--- config.mk ---
export PLATFORM = sky130hd
export DESIGN_NAME = multicycle_control_unit_flat
export DESIGN_NICKNAME = d
export VERILOG_FILES = /design/src/rtl/multicycle_control_unit_if.sv /design/src/rtl/multicycle_control_unit.sv /design/src/flat_wrapper.sv
export SDC_FILE = /design/constraint.sdc
export NUM_CORES = 1
export LEC_CHECK = 0
export BUFFER_PORTS_ARGS = -buffer_cell sky130_fd_sc_hd__buf_2
export CAP_MARGIN = 30
export CORE_MARGIN = 5
export CORE_UTILIZATION = 32
export CTS_BUF_LIST = sky130_fd_sc_hd__clkbuf_16
export CTS_CLUSTER_DIAMETER = 100
export DETAILED_ROUTE_END_ITERATION = 6
export GPL_TIMING_DRIVEN = 0
export SLEW_MARGIN = 20
export SYNTH_ARGS = -nofsm -noshare
export SYNTH_HDL_FRONTEND = slang
export SYNTH_SLANG_ARGS = --single-unit
--- constraint.sdc ---
create_clock -name clk -period 1.95 [get_ports clk]
set_input_delay 0.39 -clock clk [delete_from_list [all_inputs] [get_ports clk]]
set_output_delay 0.39 -clock clk [all_outputs]
set_load 0.02 [all_outputs]
--- src/rtl/multicycle_control_unit_if.sv ---
// -----------------------------------------------------------------------------
// multicycle_control_unit_if
// Purpose : groups the instruction-memory handshake, the data-memory handshake
//           and the datapath control/status signals of the multi-cycle control
//           unit into one bundle.
// Signals : start, opcode, if_ack, mem_ready      (into the control unit)
//           if_req, ir_load, pc_inc, pc_load,
//           reg_write, mem_read, mem_write,
//           alu_op, halted, err, retired          (out of the control unit)
// Modports: master - the control unit
//           slave  - the datapath / memory side
// -----------------------------------------------------------------------------
interface multicycle_control_unit_if #(
  parameter int OPCODE_W = 4,
  parameter int ALUOP_W  = 2,
  parameter int CNT_W    = 16
);
  logic                start;
  logic [OPCODE_W-1:0] opcode;
  logic                if_ack;
  logic                mem_ready;
  logic                if_req;
  logic                ir_load;
  logic                pc_inc;
  logic                pc_load;
  logic                reg_write;
  logic                mem_read;
  logic                mem_write;
  logic [ALUOP_W-1:0]  alu_op;
  logic                halted;
  logic                err;
  logic [CNT_W-1:0]    retired;

  modport master (
    input  start, opcode, if_ack, mem_ready,
    output if_req, ir_load, pc_inc, pc_load, reg_write, mem_read, mem_write,
           alu_op, halted, err, retired
  );

  modport slave (
    output start, opcode, if_ack, mem_ready,
    input  if_req, ir_load, pc_inc, pc_load, reg_write, mem_read, mem_write,
           alu_op, halted, err, retired
  );
endinterface

--- src/rtl/multicycle_control_unit.sv ---
// -----------------------------------------------------------------------------
// multicycle_control_unit
// Purpose : sequences each instruction through FETCH, DECODE, EXEC, MEM and WB,
//           handshaking with instruction and data memory, driving PC, ALU and
//           register-file controls, stopping on HALT and counting retired
//           instructions.
// Ports   : clk   - clock, rising edge
//           rst_n - asynchronous active-low reset
//           bus   - multicycle_control_unit_if.master (handshakes + controls)
// Options : CU_MEM_TIMEOUT_EN - when defined, a MEM wait of TIMEOUT_CYC cycles
//           without mem_ready sends the unit to a sticky ERROR state (err=1).
//           When undefined, MEM waits forever and err is tied low.
// Opcodes : 0 ADD, 1 SUB, 2 LOAD, 3 STORE, 4 JUMP, 5 HALT, others NOP.
// -----------------------------------------------------------------------------
module multicycle_control_unit #(
  parameter int OPCODE_W    = 4,
  parameter int ALUOP_W     = 2,
  parameter int CNT_W       = 16,
  parameter int TIMEOUT_CYC = 16
) (
  input logic                    clk,
  input logic                    rst_n,
  multicycle_control_unit_if.master bus
);

  // Elaboration-time guard on the parameter ranges the decode relies on.
  if (OPCODE_W < 4 || ALUOP_W < 2 || CNT_W < 1 || TIMEOUT_CYC < 1) begin : g_param_check
    $error("multicycle_control_unit: illegal parameter value");
  end

  typedef enum logic [2:0] {
    S_IDLE   = 3'd0,
    S_FETCH  = 3'd1,
    S_DECODE = 3'd2,
    S_EXEC   = 3'd3,
    S_MEM    = 3'd4,
    S_WB     = 3'd5,
    S_HALT   = 3'd6,
    S_ERROR  = 3'd7
  } state_t;

  state_t              r_state;
  state_t              w_state_nxt;
  logic [OPCODE_W-1:0] r_op_q;
  logic [CNT_W-1:0]    r_retired;
  logic                w_retire;

  logic w_is_add, w_is_sub, w_is_load, w_is_store, w_is_jump, w_is_halt;
  logic [ALUOP_W-1:0] w_alu_sel;

  logic               w_if_req, w_ir_load, w_pc_inc, w_pc_load, w_reg_write;
  logic               w_mem_read, w_mem_write, w_halted, w_err;
  logic [ALUOP_W-1:0] w_alu_op;

  assign w_is_add   = (r_op_q == OPCODE_W'(4'd0));
  assign w_is_sub   = (r_op_q == OPCODE_W'(4'd1));
  assign w_is_load  = (r_op_q == OPCODE_W'(4'd2));
  assign w_is_store = (r_op_q == OPCODE_W'(4'd3));
  assign w_is_jump  = (r_op_q == OPCODE_W'(4'd4));
  assign w_is_halt  = (r_op_q == OPCODE_W'(4'd5));

  // ALU code shared by EXEC and WB so the result stays stable while it is written.
  assign w_alu_sel = w_is_add ? ALUOP_W'(2'b10) :
                     w_is_sub ? ALUOP_W'(2'b11) : ALUOP_W'(2'b00);

`ifdef CU_MEM_TIMEOUT_EN
  localparam int WAIT_W = $clog2(TIMEOUT_CYC + 1);
  logic [WAIT_W-1:0] r_wait_cnt;
  logic              w_timeout;

  // The last no-ready cycle is the one that would bring the count to TIMEOUT_CYC.
  assign w_timeout = (r_wait_cnt == WAIT_W'(TIMEOUT_CYC - 1));

  // MEM wait counter: zero outside MEM, so it is cleared on every MEM entry.
  always_ff @(posedge clk or negedge rst_n) begin
    if (!rst_n) begin
      r_wait_cnt <= '0;
    end else if (r_state != S_MEM) begin
      r_wait_cnt <= '0;
    end else if (!bus.mem_ready) begin
      r_wait_cnt <= r_wait_cnt + WAIT_W'(1);
    end else begin
      r_wait_cnt <= r_wait_cnt;
    end
  end
`endif

  // State register and latched opcode.
  always_ff @(posedge clk or negedge rst_n) begin
    if (!rst_n) begin
      r_state <= S_IDLE;
      r_op_q  <= '0;
    end else begin
      r_state <= w_state_nxt;
      if (r_state == S_FETCH && bus.if_ack) begin
        r_op_q <= bus.opcode;
      end else begin
        r_op_q <= r_op_q;
      end
    end
  end

  // Next-state logic; w_retire marks the final cycle of every retiring instruction.
  always_comb begin
    w_state_nxt = r_state;
    w_retire    = 1'b0;
    case (r_state)
      S_IDLE: begin
        if (bus.start) w_state_nxt = S_FETCH;
        else           w_state_nxt = S_IDLE;
      end
      S_FETCH: begin
        if (bus.if_ack) w_state_nxt = S_DECODE;
        else            w_state_nxt = S_FETCH;
      end
      S_DECODE: begin
        if (w_is_add || w_is_sub || w_is_jump) begin
          w_state_nxt = S_EXEC;
        end else if (w_is_load || w_is_store) begin
          w_state_nxt = S_MEM;
        end else if (w_is_halt) begin
          w_state_nxt = S_HALT;
        end else begin
          w_state_nxt = S_FETCH;
          w_retire    = 1'b1;
        end
      end
      S_EXEC: begin
        if (w_is_jump) begin
          w_state_nxt = S_FETCH;
          w_retire    = 1'b1;
        end else if (w_is_add || w_is_sub) begin
          w_state_nxt = S_WB;
        end else begin
          w_state_nxt = S_FETCH;
        end
      end
      S_MEM: begin
        // mem_ready takes priority over a timeout in the same cycle.
        if (bus.mem_ready) begin
          if (w_is_load) begin
            w_state_nxt = S_WB;
          end else begin
            w_state_nxt = S_FETCH;
            w_retire    = 1'b1;
          end
        end
`ifdef CU_MEM_TIMEOUT_EN
        else if (w_timeout) begin
          w_state_nxt = S_ERROR;
        end
`endif
        else begin
          w_state_nxt = S_MEM;
        end
      end
      S_WB: begin
        w_state_nxt = S_FETCH;
        w_retire    = 1'b1;
      end
      S_HALT:  w_state_nxt = S_HALT;
      S_ERROR: w_state_nxt = S_ERROR;
      default: w_state_nxt = S_IDLE;
    endcase
  end

  // Output decode from the registered state; ir_load alone follows if_ack directly.
  always_comb begin
    w_if_req    = 1'b0;
    w_ir_load   = 1'b0;
    w_pc_inc    = 1'b0;
    w_pc_load   = 1'b0;
    w_reg_write = 1'b0;
    w_mem_read  = 1'b0;
    w_mem_write = 1'b0;
    w_alu_op    = '0;
    w_halted    = 1'b0;
    w_err       = 1'b0;
    case (r_state)
      S_IDLE: w_if_req = 1'b0;
      S_FETCH: begin
        w_if_req  = 1'b1;
        w_ir_load = bus.if_ack;
      end
      S_DECODE: w_pc_inc = 1'b1;
      S_EXEC: begin
        w_alu_op  = w_alu_sel;
        w_pc_load = w_is_jump;
      end
      S_MEM: begin
        w_mem_read  = w_is_load;
        w_mem_write = w_is_store;
      end
      S_WB: begin
        w_reg_write = 1'b1;
        w_alu_op    = w_alu_sel;
      end
      S_HALT: w_halted = 1'b1;
`ifdef CU_MEM_TIMEOUT_EN
      S_ERROR: w_err = 1'b1;
`else
      S_ERROR: w_err = 1'b0;
`endif
      default: w_err = 1'b0;
    endcase
  end

  // Retired-instruction counter, wraps naturally at 2^CNT_W.
  always_ff @(posedge clk or negedge rst_n) begin
    if (!rst_n) begin
      r_retired <= '0;
    end else if (w_retire) begin
      r_retired <= r_retired + CNT_W'(1);
    end else begin
      r_retired <= r_retired;
    end
  end

  assign bus.if_req    = w_if_req;
  assign bus.ir_load   = w_ir_load;
  assign bus.pc_inc    = w_pc_inc;
  assign bus.pc_load   = w_pc_load;
  assign bus.reg_write = w_reg_write;
  assign bus.mem_read  = w_mem_read;
  assign bus.mem_write = w_mem_write;
  assign bus.alu_op    = w_alu_op;
  assign bus.halted    = w_halted;
  assign bus.err       = w_err;
  assign bus.retired   = r_retired;

endmodule

--- src/flat_wrapper.sv ---
// flat-port wrapper written by rule: the top's interface ports become plain ports
module multicycle_control_unit_flat 
#(
  parameter int OPCODE_W    = 4,
  parameter int ALUOP_W     = 2,
  parameter int CNT_W       = 16,
  parameter int TIMEOUT_CYC = 16
)
  (clk, rst_n, bus_start, bus_opcode, bus_if_ack, bus_mem_ready, bus_if_req, bus_ir_load, bus_pc_inc, bus_pc_load, bus_reg_write, bus_mem_read, bus_mem_write, bus_alu_op, bus_halted, bus_err, bus_retired);
  multicycle_control_unit_if #(.OPCODE_W(OPCODE_W), .ALUOP_W(ALUOP_W), .CNT_W(CNT_W)) bus_i ();
  input logic clk;
  input logic rst_n;
  input wire logic [$bits(bus_i.start)-1:0] bus_start;
  input wire logic [$bits(bus_i.opcode)-1:0] bus_opcode;
  input wire logic [$bits(bus_i.if_ack)-1:0] bus_if_ack;
  input wire logic [$bits(bus_i.mem_ready)-1:0] bus_mem_ready;
  output wire logic [$bits(bus_i.if_req)-1:0] bus_if_req;
  output wire logic [$bits(bus_i.ir_load)-1:0] bus_ir_load;
  output wire logic [$bits(bus_i.pc_inc)-1:0] bus_pc_inc;
  output wire logic [$bits(bus_i.pc_load)-1:0] bus_pc_load;
  output wire logic [$bits(bus_i.reg_write)-1:0] bus_reg_write;
  output wire logic [$bits(bus_i.mem_read)-1:0] bus_mem_read;
  output wire logic [$bits(bus_i.mem_write)-1:0] bus_mem_write;
  output wire logic [$bits(bus_i.alu_op)-1:0] bus_alu_op;
  output wire logic [$bits(bus_i.halted)-1:0] bus_halted;
  output wire logic [$bits(bus_i.err)-1:0] bus_err;
  output wire logic [$bits(bus_i.retired)-1:0] bus_retired;
  assign bus_i.start = bus_start;
  assign bus_i.opcode = bus_opcode;
  assign bus_i.if_ack = bus_if_ack;
  assign bus_i.mem_ready = bus_mem_ready;
  assign bus_if_req = bus_i.if_req;
  assign bus_ir_load = bus_i.ir_load;
  assign bus_pc_inc = bus_i.pc_inc;
  assign bus_pc_load = bus_i.pc_load;
  assign bus_reg_write = bus_i.reg_write;
  assign bus_mem_read = bus_i.mem_read;
  assign bus_mem_write = bus_i.mem_write;
  assign bus_alu_op = bus_i.alu_op;
  assign bus_halted = bus_i.halted;
  assign bus_err = bus_i.err;
  assign bus_retired = bus_i.retired;
  multicycle_control_unit #(.OPCODE_W(OPCODE_W), .ALUOP_W(ALUOP_W), .CNT_W(CNT_W), .TIMEOUT_CYC(TIMEOUT_CYC)) u_core (.clk(clk), .rst_n(rst_n), .bus(bus_i));
endmodule
==> qor.csv, run 1 <==
metric;value;unit
Worst setup SP type;flip-flop;
H-tree depth;1;
initial antenna violation count;0;
FF-to-FF Start;u_core.r_op_q[2]$_DFFE_PN0P_;
Tot GR Track Use;12.1;%
dpl cells;208;
drt wl/cell;14.5;um
P_sw;616;uW
first-pass GRT wire length;5.09;mm
nets;183;
status;finished with violations;
FFs w/ async S/R, synth;100;%
Post-synth EDFFs;0;
filler cell count;367;
IO buf count;34;
R2R depth;5;
Max VDD drop;0.000577;V
met3 usage;2.07;%
Crit Path Max Fanout;4;
Starting Density;32.3;%
Final ANT Viol Nets;0;
clock skew;0.00239;ns
top-count cell post-synth;dfrtp_1;
top cells by area, synth;dfrtp_1 45%, xor2_1 8.9%, mux2_2 4.4%;
Logic pwr share;37.8;%
Residual DRC;0;
Ports;36;
mapped cell area;1270;sq um
Hold WS;0.102;ns
mean post-synth cell area;10.3;sq um
most frequently used flop master after synthesis;dfrtp_1;
TritonRoute pass-1 iters;4;
sequential area share after synthesis;45.1;%
total global routing overflow;0;
top cells by count, synth;23 x dfrtp_1, 13 x xor2_1, 9 x nand2_1, 9 x nor3_1;
met2 Use GR;19.8;%
syn nets;137;
fin crit period;2.05;ns
Inserted Clock Buffers;3;
largest net degree at the start of global routing;24;
synth unique cells;35;
failing checks;setup timing;
PwrDens;984;nW/um^2
Slew @ Worst Pin;0.512;ns
critical path arrival;2.19;ns
CTS tree;done;
cell count after synthesis;124;
Power Internal;1.13;mW
busiest grt layer;met2;
Max Cap Viol;0;
hold_buf cts;0;
final hold vios;0;
CTS clock-pin slew for the worst setup and hold paths;0.06;ns
met1 Usage GRT;16.1;%
Placer Congestion;0.878;
vias;1114;
number of global-route vias before repair;1102;
register share of total power;37.6;%
f_max;488;MHz
CTS Sinks;23;
DR iter-0 viols;45;
fin crit share;105;%
core area;3940;sq um
largest area contributor in the netlist;dfrtp_1;
clock root cell;clkbuf_16;
Setup WS pre-CTS;-0.156;ns
synth-to-layout area growth;39.5;%
WP data required;2.09;ns
Via-to-Cell Ratio;5.09;
CP startpoint;u_core.r_op_q[2]$_DFFE_PN0P_;
Leak;0.903;nW
die area;5350;sq um
Final setup viols;17;
Slew Viols, Final;0;
FF+latch count, synth;23;
RSZ-0062 raised after global routing;yes;
# diodes;0;
post-DP HPWL;2.19;mm
Non-Filler Instances;219;
Hold Path Class;primary input to asynchronous set/reset pin;
Yosys top cell area share;45.1;%
# rows;23;
synth warn;0;
Crit Path Class;flip-flop to flip-flop;
Switching Fraction;35.2;%
CP endpoint;u_core.bus.retired[1]$_DFFE_PN0P_;
Final WS setup;-0.0995;ns
layout cell share with drive strength beyond 1;46.2;%
die height;73.1;um
Crit. End Element;flip-flop;
Clock Path Buffers;2;
Clk pwr share;24.6;%
total routed wirelength;3.17;mm
Die Width;73.1;um
R2R Setup Slk;-0.1;ns
reg2reg end;u_core.bus.retired[1]$_DFFE_PN0P_;
final core utilization;45.1;%
Max-slew headroom;65.9;%
Clk Latency, worst-skew pair;0.25;ns
-- critical path, cell delays in order (launching register included) --
cell and delay, ns:
dfrtp_2 0.40, or4b_4 0.54, a221o_1 0.39, o21bai_4 0.19, buf_12 0.13, mux2_4 0.28
-- cell usage in the layout (no fill, tap or decap), types with 2 or more instances in the layout --
cell	Yosys	layout
and3b_1	2	2
dfrtp_1	23	17
clkbuf_16	0	3
nor4_1	6	2
nor3_2	0	2
dfrtp_2	0	6
nand3b_1	3	3
nor4_2	0	2
nand3_1	4	4
nand2b_1	3	3
xnor2_1	2	2
nor4_4	0	2
mux2_2	5	5
nor3b_2	0	2
ha_1	4	4
inv_1	4	4
buf_4	1	8
a21oi_1	4	4
buf_2	0	33
nand2_1	9	8
nor3_1	9	6
and3_1	3	3
a211oi_1	3	2
xor2_1	13	13
nor2_1	6	6
-- worst min path at each step --
stage / end / slack, ns
floorplan: u_core.bus.retired[0]$_DFFE_PN0P_ / 0.09
global placement: u_core.bus.retired[2]$_DFFE_PN0P_ / 0.38
detailed placement: u_core.bus.retired[2]$_DFFE_PN0P_ / 0.39
CTS: u_core.bus.retired[7]$_DFFE_PN0P_ / 0.12
global route: u_core.bus.retired[7]$_DFFE_PN0P_ / 0.16
finish: u_core.bus.retired[2]$_DFFE_PN0P_ / 0.10
-- cells by family (layout without fill, tap and decap cells) --
group / after synthesis / in the layout / synth area share, %
adder cells (fa/ha/maj): 4 / 4 / 3.93
multiplexers: 6 / 6 / 5.30
AO/OA/AOI/OAI: 11 / 11 / 6.77
AND/OR/NAND/NOR: 57 / 57 / 25.9
XOR/XNOR: 15 / 15 / 10.3
other: 1 / 1 / 0.294
flip-flops: 23 / 23 / 45.1
buffers and inverters: 7 / 52 / 2.36
-- timing repair --
item,4_1_cts,5_1_grt
buffers inserted,7,1
pin swaps,3,6
endpoints found under the setup margin,18,19
resized for setup,9,22
-- layer usage --
| layer | share of wire [%] | routed length (um) |
|---|---|---|
| met5 | 0 | 0 |
| met4 | 0.98 | 31 |
| met3 | 5.5 | 173 |
| met2 | 50 | 1600 |
| met1 | 43 | 1370 |
-- through the flow --
step	power (mW)	TNS [ns]	area, sq um
after global routing	1.87	-1.83	1780
after global placement	1.18	-1.43	1520
after CTS	1.71	-1.10	1670
after detailed placement	1.20	-1.58	1520
final	1.75	-0.712	1780
after floorplan	1.05	-0.0134	1290
-- power groups by stage --
stage               registers, mW  clock network, mW  logic [mW]
floorplan                   0.672                  0       0.374
global placement            0.677                  0       0.507
global route                0.674              0.468       0.727
detailed placement          0.680                  0       0.523
finish                      0.658              0.431       0.663
CTS                         0.656              0.448       0.602
-- sequential cells by signal, summed over array words and instances, names as in the netlist --
register,count
u_core.r_op_q,4
u_core.bus.retired,16
u_core.r_state,3
-- layout make-up --
type / instances / area, sq um / area share [%]
clock buffer: 3 / 75.1 / 4.22
clock inverter: 1 / 3.75 / 0.211
buffer: 2 / 15.0 / 0.844
tap: 50 / 62.6 / 3.52
timing repair buffer: 42 / 249 / 14.0
multi-input combinational: 94 / 776 / 43.6
inverter: 4 / 15.0 / 0.844
sequential: 23 / 583 / 32.8
Note: power is estimated with default switching activity, not from simulation.
==> run 2: changes to the inputs <==
--- a/config.mk
+++ b/config.mk
@@ -13,6 +13,7 @@
 export CTS_CLUSTER_DIAMETER = 100
 export DETAILED_ROUTE_END_ITERATION = 6
 export GPL_TIMING_DRIVEN = 0
+export REMOVE_ABC_BUFFERS = 1
 export SLEW_MARGIN = 20
 export SYNTH_ARGS = -nofsm -noshare
 export SYNTH_HDL_FRONTEND = slang
==> run 2 against run 1 <==
  * The flow still finishes with violations (setup timing)
  * Combinational power fell by 5.6%
  * Routed wire length rose by 0.91%
  * Die area did not move
  * Worst setup slack got worse by 0.027 ns
  * Critical path depth rose by 1
  * Clock power rose by 3%
  * Total power rose by 1.5%
  * Final area did not move
  * Critical path type unchanged
  * Critical endpoint is now u_core.bus.retired[5]$_DFFE_PN0P_
  * Largest cell class unchanged
  * Largest power group is now sequential cells
==> qor.csv, run 2 (synthesized netlist as in run 1, its figures left out) <==
metric;value;unit
die area;5350;sq um
RSZ-0062 raised after global routing;yes;
H-tree depth;1;
# rows;23;
f_max;482;MHz
Residual DRC;0;
Max-slew headroom;65.4;%
Slew Viols, Final;0;
final core utilization;45.1;%
CTS tree;done;
CTS clock-pin slew for the worst setup and hold paths;0.06;ns
max FFs per register;16;
number of global-route vias before repair;1075;
Die Width;73.1;um
Starting Density;32.3;%
Hold Path Class;primary input to asynchronous set/reset pin;
CTS Sinks;23;
Placer Congestion;0.833;
total routed wirelength;3.20;mm
critical-path cell list;or4b_4 > a221o_1 > o21bai_4 > buf_6 > nor2_2 > xor2_1;
hold_buf cts;0;
vias;1112;
layout cell share with drive strength beyond 1;49.1;%
dpl cell area;1490;sq um
commonest non-fill, non-tap cell in the layout;buf_2;
post-DP HPWL;2.09;mm
TritonRoute pass-1 iters;4;
clock skew;0.00399;ns
R2R Setup Slk;-0.13;ns
max incr delay on CP;0.54;ns
Crit Path Class;flip-flop to flip-flop;
first-pass GRT wire length;5.09;mm
Max Cap Viol;0;
fin crit period;2.08;ns
PwrDens;999;nW/um^2
critical path arrival;2.22;ns
final hold vios;0;
Worst setup SP type;flip-flop;
Max VDD drop;0.000455;V
filler cell count;369;
Clock Path Buffers;2;
Slew @ Worst Pin;0.519;ns
Leak;0.875;nW
Tot GR Track Use;12.2;%
initial antenna violation count;0;
Clk Latency, worst-skew pair;0.26;ns
synth-to-layout area growth;39.5;%
drt wl/cell;14.6;um
register area;583;sq um
status;finished with violations;
TNS Setup;-1.70;ns
IO buf count;34;
largest net degree at the start of global routing;24;
Final setup viols;17;
Final WS setup;-0.126;ns
WP data required;2.09;ns
# diodes;0;
Crit Path Max Fanout;5;
post-route cell area;1780;sq um
failing checks;setup timing;
Ports;36;
Crit. End Element;flip-flop;
nets;183;
Crit-path slowest cell;or4b_4;
Inserted Clock Buffers;3;
fin crit share;106;%
Final ANT Viol Nets;0;
multi-input logic area;772;sq um
core area;3940;sq um
commonest cells after routing, fill and taps aside;31 x buf_2, 17 x dfrtp_1, 13 x xor2_1;
Via-to-Cell Ratio;5.08;
clock root cell;clkbuf_16;
die height;73.1;um
DR iter-0 viols;49;
total global routing overflow;0;
==> run 2: final timing paths <==
kind / from / endpoint / cells after the start
setup / recovery: u_core.r_op_q[3]$_DFFE_PN0P_ / u_core.bus.retired[5]$_DFFE_PN0P_ / 6
hold / removal: rst_n / u_core.bus.retired[2]$_DFFE_PN0P_ / 1
setup reg to reg: u_core.r_op_q[3]$_DFFE_PN0P_ / u_core.bus.retired[5]$_DFFE_PN0P_ / 6
hold reg to reg: u_core.bus.retired[15]$_DFFE_PN0P_ / u_core.bus.retired[15]$_DFFE_PN0P_ / 1
max in group asynchronous: rst_n / u_core.r_state[1]$_DFF_PN0_ / 1
min in group clk: bus_opcode[0] / u_core.r_op_q[0]$_DFFE_PN0P_ / 2
==> run 2: cell type report <==
type,count,share of cell area (%)
Sequential cell,23,32.8
Timing Repair Buffer,44,15.0
Clock inverter,1,0.211
Inverter,4,0.844
Multi-Input combinational cell,94,43.4
Tap cell,50,3.52
Clock buffer,3,4.22
==> run 2: worst max-delay path: cells and delay by family, from the launching register on <==
kind	cells	cell delay (ns)
AND/OR/NAND/NOR	2	0.58
buffers and inverters	1	0.18
XOR/XNOR	1	0.14
flip-flops	1	0.43
AO/OA/AOI/OAI	2	0.62
==> run 2: report_power, final <==
part	internal [mW]	total, mW	switching [mW]
Clock	0.274	0.446	0.172
Sequential	0.565	0.704	0.140
Combinational	0.295	0.626	0.331
Total	1.13	1.78	0.643
==> run 2: routing by layer <==
layer	share of wire (%)	vias up	GRT usage [%]
met5	0	-	0
met4	1.3	0	4.92
met3	8.2	3	2.75
met2	48	41	20.4
met1	42	535	15.2
li1	-	533	-
==> run 2: repair_timing <==
action | CTS | global route
pin swaps | 4 | 2
gates resized for setup | 19 | 18
endpoints found under the setup margin | 18 | 19
buffers inserted | 5 | 5
==> run 2: metrics by stage <==
stage	setup WS (ns)	instances	total power, mW	hold slack (ns)
global placement	-0.216	205	1.16	0.387
finish	-0.126	219	1.78	0.0985
detailed placement	-0.216	205	1.17	0.394
global route	-0.201	219	1.88	0.151
CTS	-0.0831	214	1.71	0.115
floorplan	-0.232	121	1.02	0.0944
==> run 3: changes to the inputs <==
==> constraint.sdc (replaced) <==
create_clock -name clk -period 2.11 [get_ports clk]
set_input_delay 0.422 -clock clk [delete_from_list [all_inputs] [get_ports clk]]
set_output_delay 0.422 -clock clk [all_outputs]
set_load 0.02 [all_outputs]
==> run 3 against run 2 <==
  * The flow now finishes without violations
  * Clock skew shrank 0.0024 ns
  * Via count shrank 5.0%
  * Fmax grew 0.99%
  * Total power shrank 13%
  * Highest routed layer unchanged
  * Cell count shrank 2.3%
  * Critical path type unchanged
  * Flip-flop and latch count is the same
==> qor.csv, run 3 (synthesized netlist as in run 1, its figures left out) <==
metric;value;unit
Slew @ Worst Pin;0.517;ns
fin crit share;97.4;%
Buf+Inv Stages, Crit Path;1;
max incr delay on CP;0.55;ns
R2R Setup Slk;0.05;ns
filler cell count;369;
hold_buf cts;0;
WP data required;2.25;ns
post-route cell area;1640;sq um
CTS tree;done;
met2 Use GR;17.8;%
CTS Sinks;23;
Crit-path slowest cell;or4b_4;
Hold WS;0.132;ns
final hold vios;0;
dpl cells;205;
reg2reg end;u_core.bus.retired[5]$_DFFE_PN0P_;
fin crit period;2.06;ns
Final setup viols;0;
clock root cell;clkbuf_16;
Starting Density;32.3;%
# rows;23;
total routed wirelength;2.87;mm
layout cell share with drive strength beyond 1;36.0;%
RSZ-0062 raised after global routing;yes;
Leak;0.832;nW
FF-to-FF Start;u_core.r_op_q[3]$_DFFE_PN0P_;
Placer Congestion;0.833;
synth-to-layout area growth;29.0;%
f_max;486;MHz
delay-heaviest family, CP;simple AND/OR/NAND/NOR gates;
Clk Latency, worst-skew pair;0.26;ns
Clock Path Buffers;2;
Die Width;73.1;um
Max Cap Viol;0;
Non-Filler Instances;214;
Crit Path Max Fanout;6;
post-DP HPWL;2.09;mm
status;finished, final reports clean;
core area;3940;sq um
Crit. End Element;flip-flop;
IO buf count;34;
Worst setup SP type;flip-flop;
R2R depth;6;
final core utilization;41.7;%
critical path arrival;2.20;ns
TritonRoute pass-1 iters;4;
PwrDens;938;nW/um^2
H-tree depth;1;
vias;1056;
critical-path cell list;or4b_4 > a221o_1 > o21bai_4 > buf_4 > nor2_1 > xor2_1;
CTS clock-pin slew for the worst setup and hold paths;0.06;ns
commonest non-fill, non-tap cell in the layout;buf_2;
Setup WS pre-CTS;-0.0561;ns
Slew Viols, Final;0;
Max-slew headroom;65.5;%
die height;73.1;um
Tot GR Track Use;11.7;%
first-pass GRT wire length;4.89;mm
Max VDD drop;0.000402;V
max FFs per register;16;
TNS Setup;0;ns
Final ANT Viol Nets;0;
Final WS setup;0.0544;ns
Hold Path Class;primary input to asynchronous set/reset pin;
largest net degree at the start of global routing;24;
commonest cells after routing, fill and taps aside;33 x buf_2, 20 x dfrtp_1, 13 x xor2_1;
DR iter-0 viols;24;
Tot Pwr;1.54;mW
met3 usage;2.75;%
initial antenna violation count;0;
clock skew;0.00155;ns
drt wl/cell;13.4;um
number of global-route vias before repair;1032;
met1 Usage GRT;15.7;%
Ports;36;
total global routing overflow;0;
Via-to-Cell Ratio;4.93;
# diodes;0;
Residual DRC;0;
Crit Path Class;flip-flop to flip-flop;
busiest grt layer;met2;
dpl cell area;1490;sq um
nets;178;
die area;5350;sq um
Inserted Clock Buffers;3;
[run 3: worst max path at each step]
stage,startpoint,endpoint,cells past startpoint
CTS,u_core.r_op_q[3]$_DFFE_PN0P_,u_core.bus.retired[5]$_DFFE_PN0P_,6
global route,u_core.r_op_q[3]$_DFFE_PN0P_,u_core.bus.retired[5]$_DFFE_PN0P_,6
detailed placement,u_core.r_op_q[3]$_DFFE_PN0P_,u_core.bus.retired[1]$_DFFE_PN0P_,4
global placement,u_core.r_op_q[3]$_DFFE_PN0P_,u_core.bus.retired[1]$_DFFE_PN0P_,4
finish,u_core.r_op_q[3]$_DFFE_PN0P_,u_core.bus.retired[5]$_DFFE_PN0P_,6
floorplan,u_core.r_state[0]$_DFF_PN0_,u_core.bus.retired[10]$_DFFE_PN0P_,5
[run 3: area by class of cell]
type | count | area (sq um) | share of cell area (%)
clock buffer | 3 | 75.1 | 4.57
clock inverter | 1 | 3.75 | 0.228
inverter | 4 | 15.0 | 0.913
multi-input combinational | 94 | 698 | 42.5
sequential | 23 | 579 | 35.2
tap | 50 | 62.6 | 3.81
timing repair buffer | 39 | 210 | 12.8
[run 3: layer usage]
metal / vias to the layer above / wire, um
li1: 522 / -
met1: 499 / 1320
met2: 32 / 1270
met3: 3 / 232
met4: 0 / 42
met5: - / 0
[run 3: what timing repair did]
action / in CTS / in global routing
gates resized for setup: 1 / 9
buffers inserted: 3 / 2
pin swaps: 1 / 1
hold endpoints to repair: 0 / 0
setup endpoints to repair: 2 / 17
[run 3: power breakdown]
group / switching (mW) / total, mW / internal [mW]
Sequential: 0.127 / 0.646 / 0.519
Clock: 0.155 / 0.408 / 0.253
Combinational: 0.258 / 0.488 / 0.230
Total: 0.540 / 1.54 / 1.00
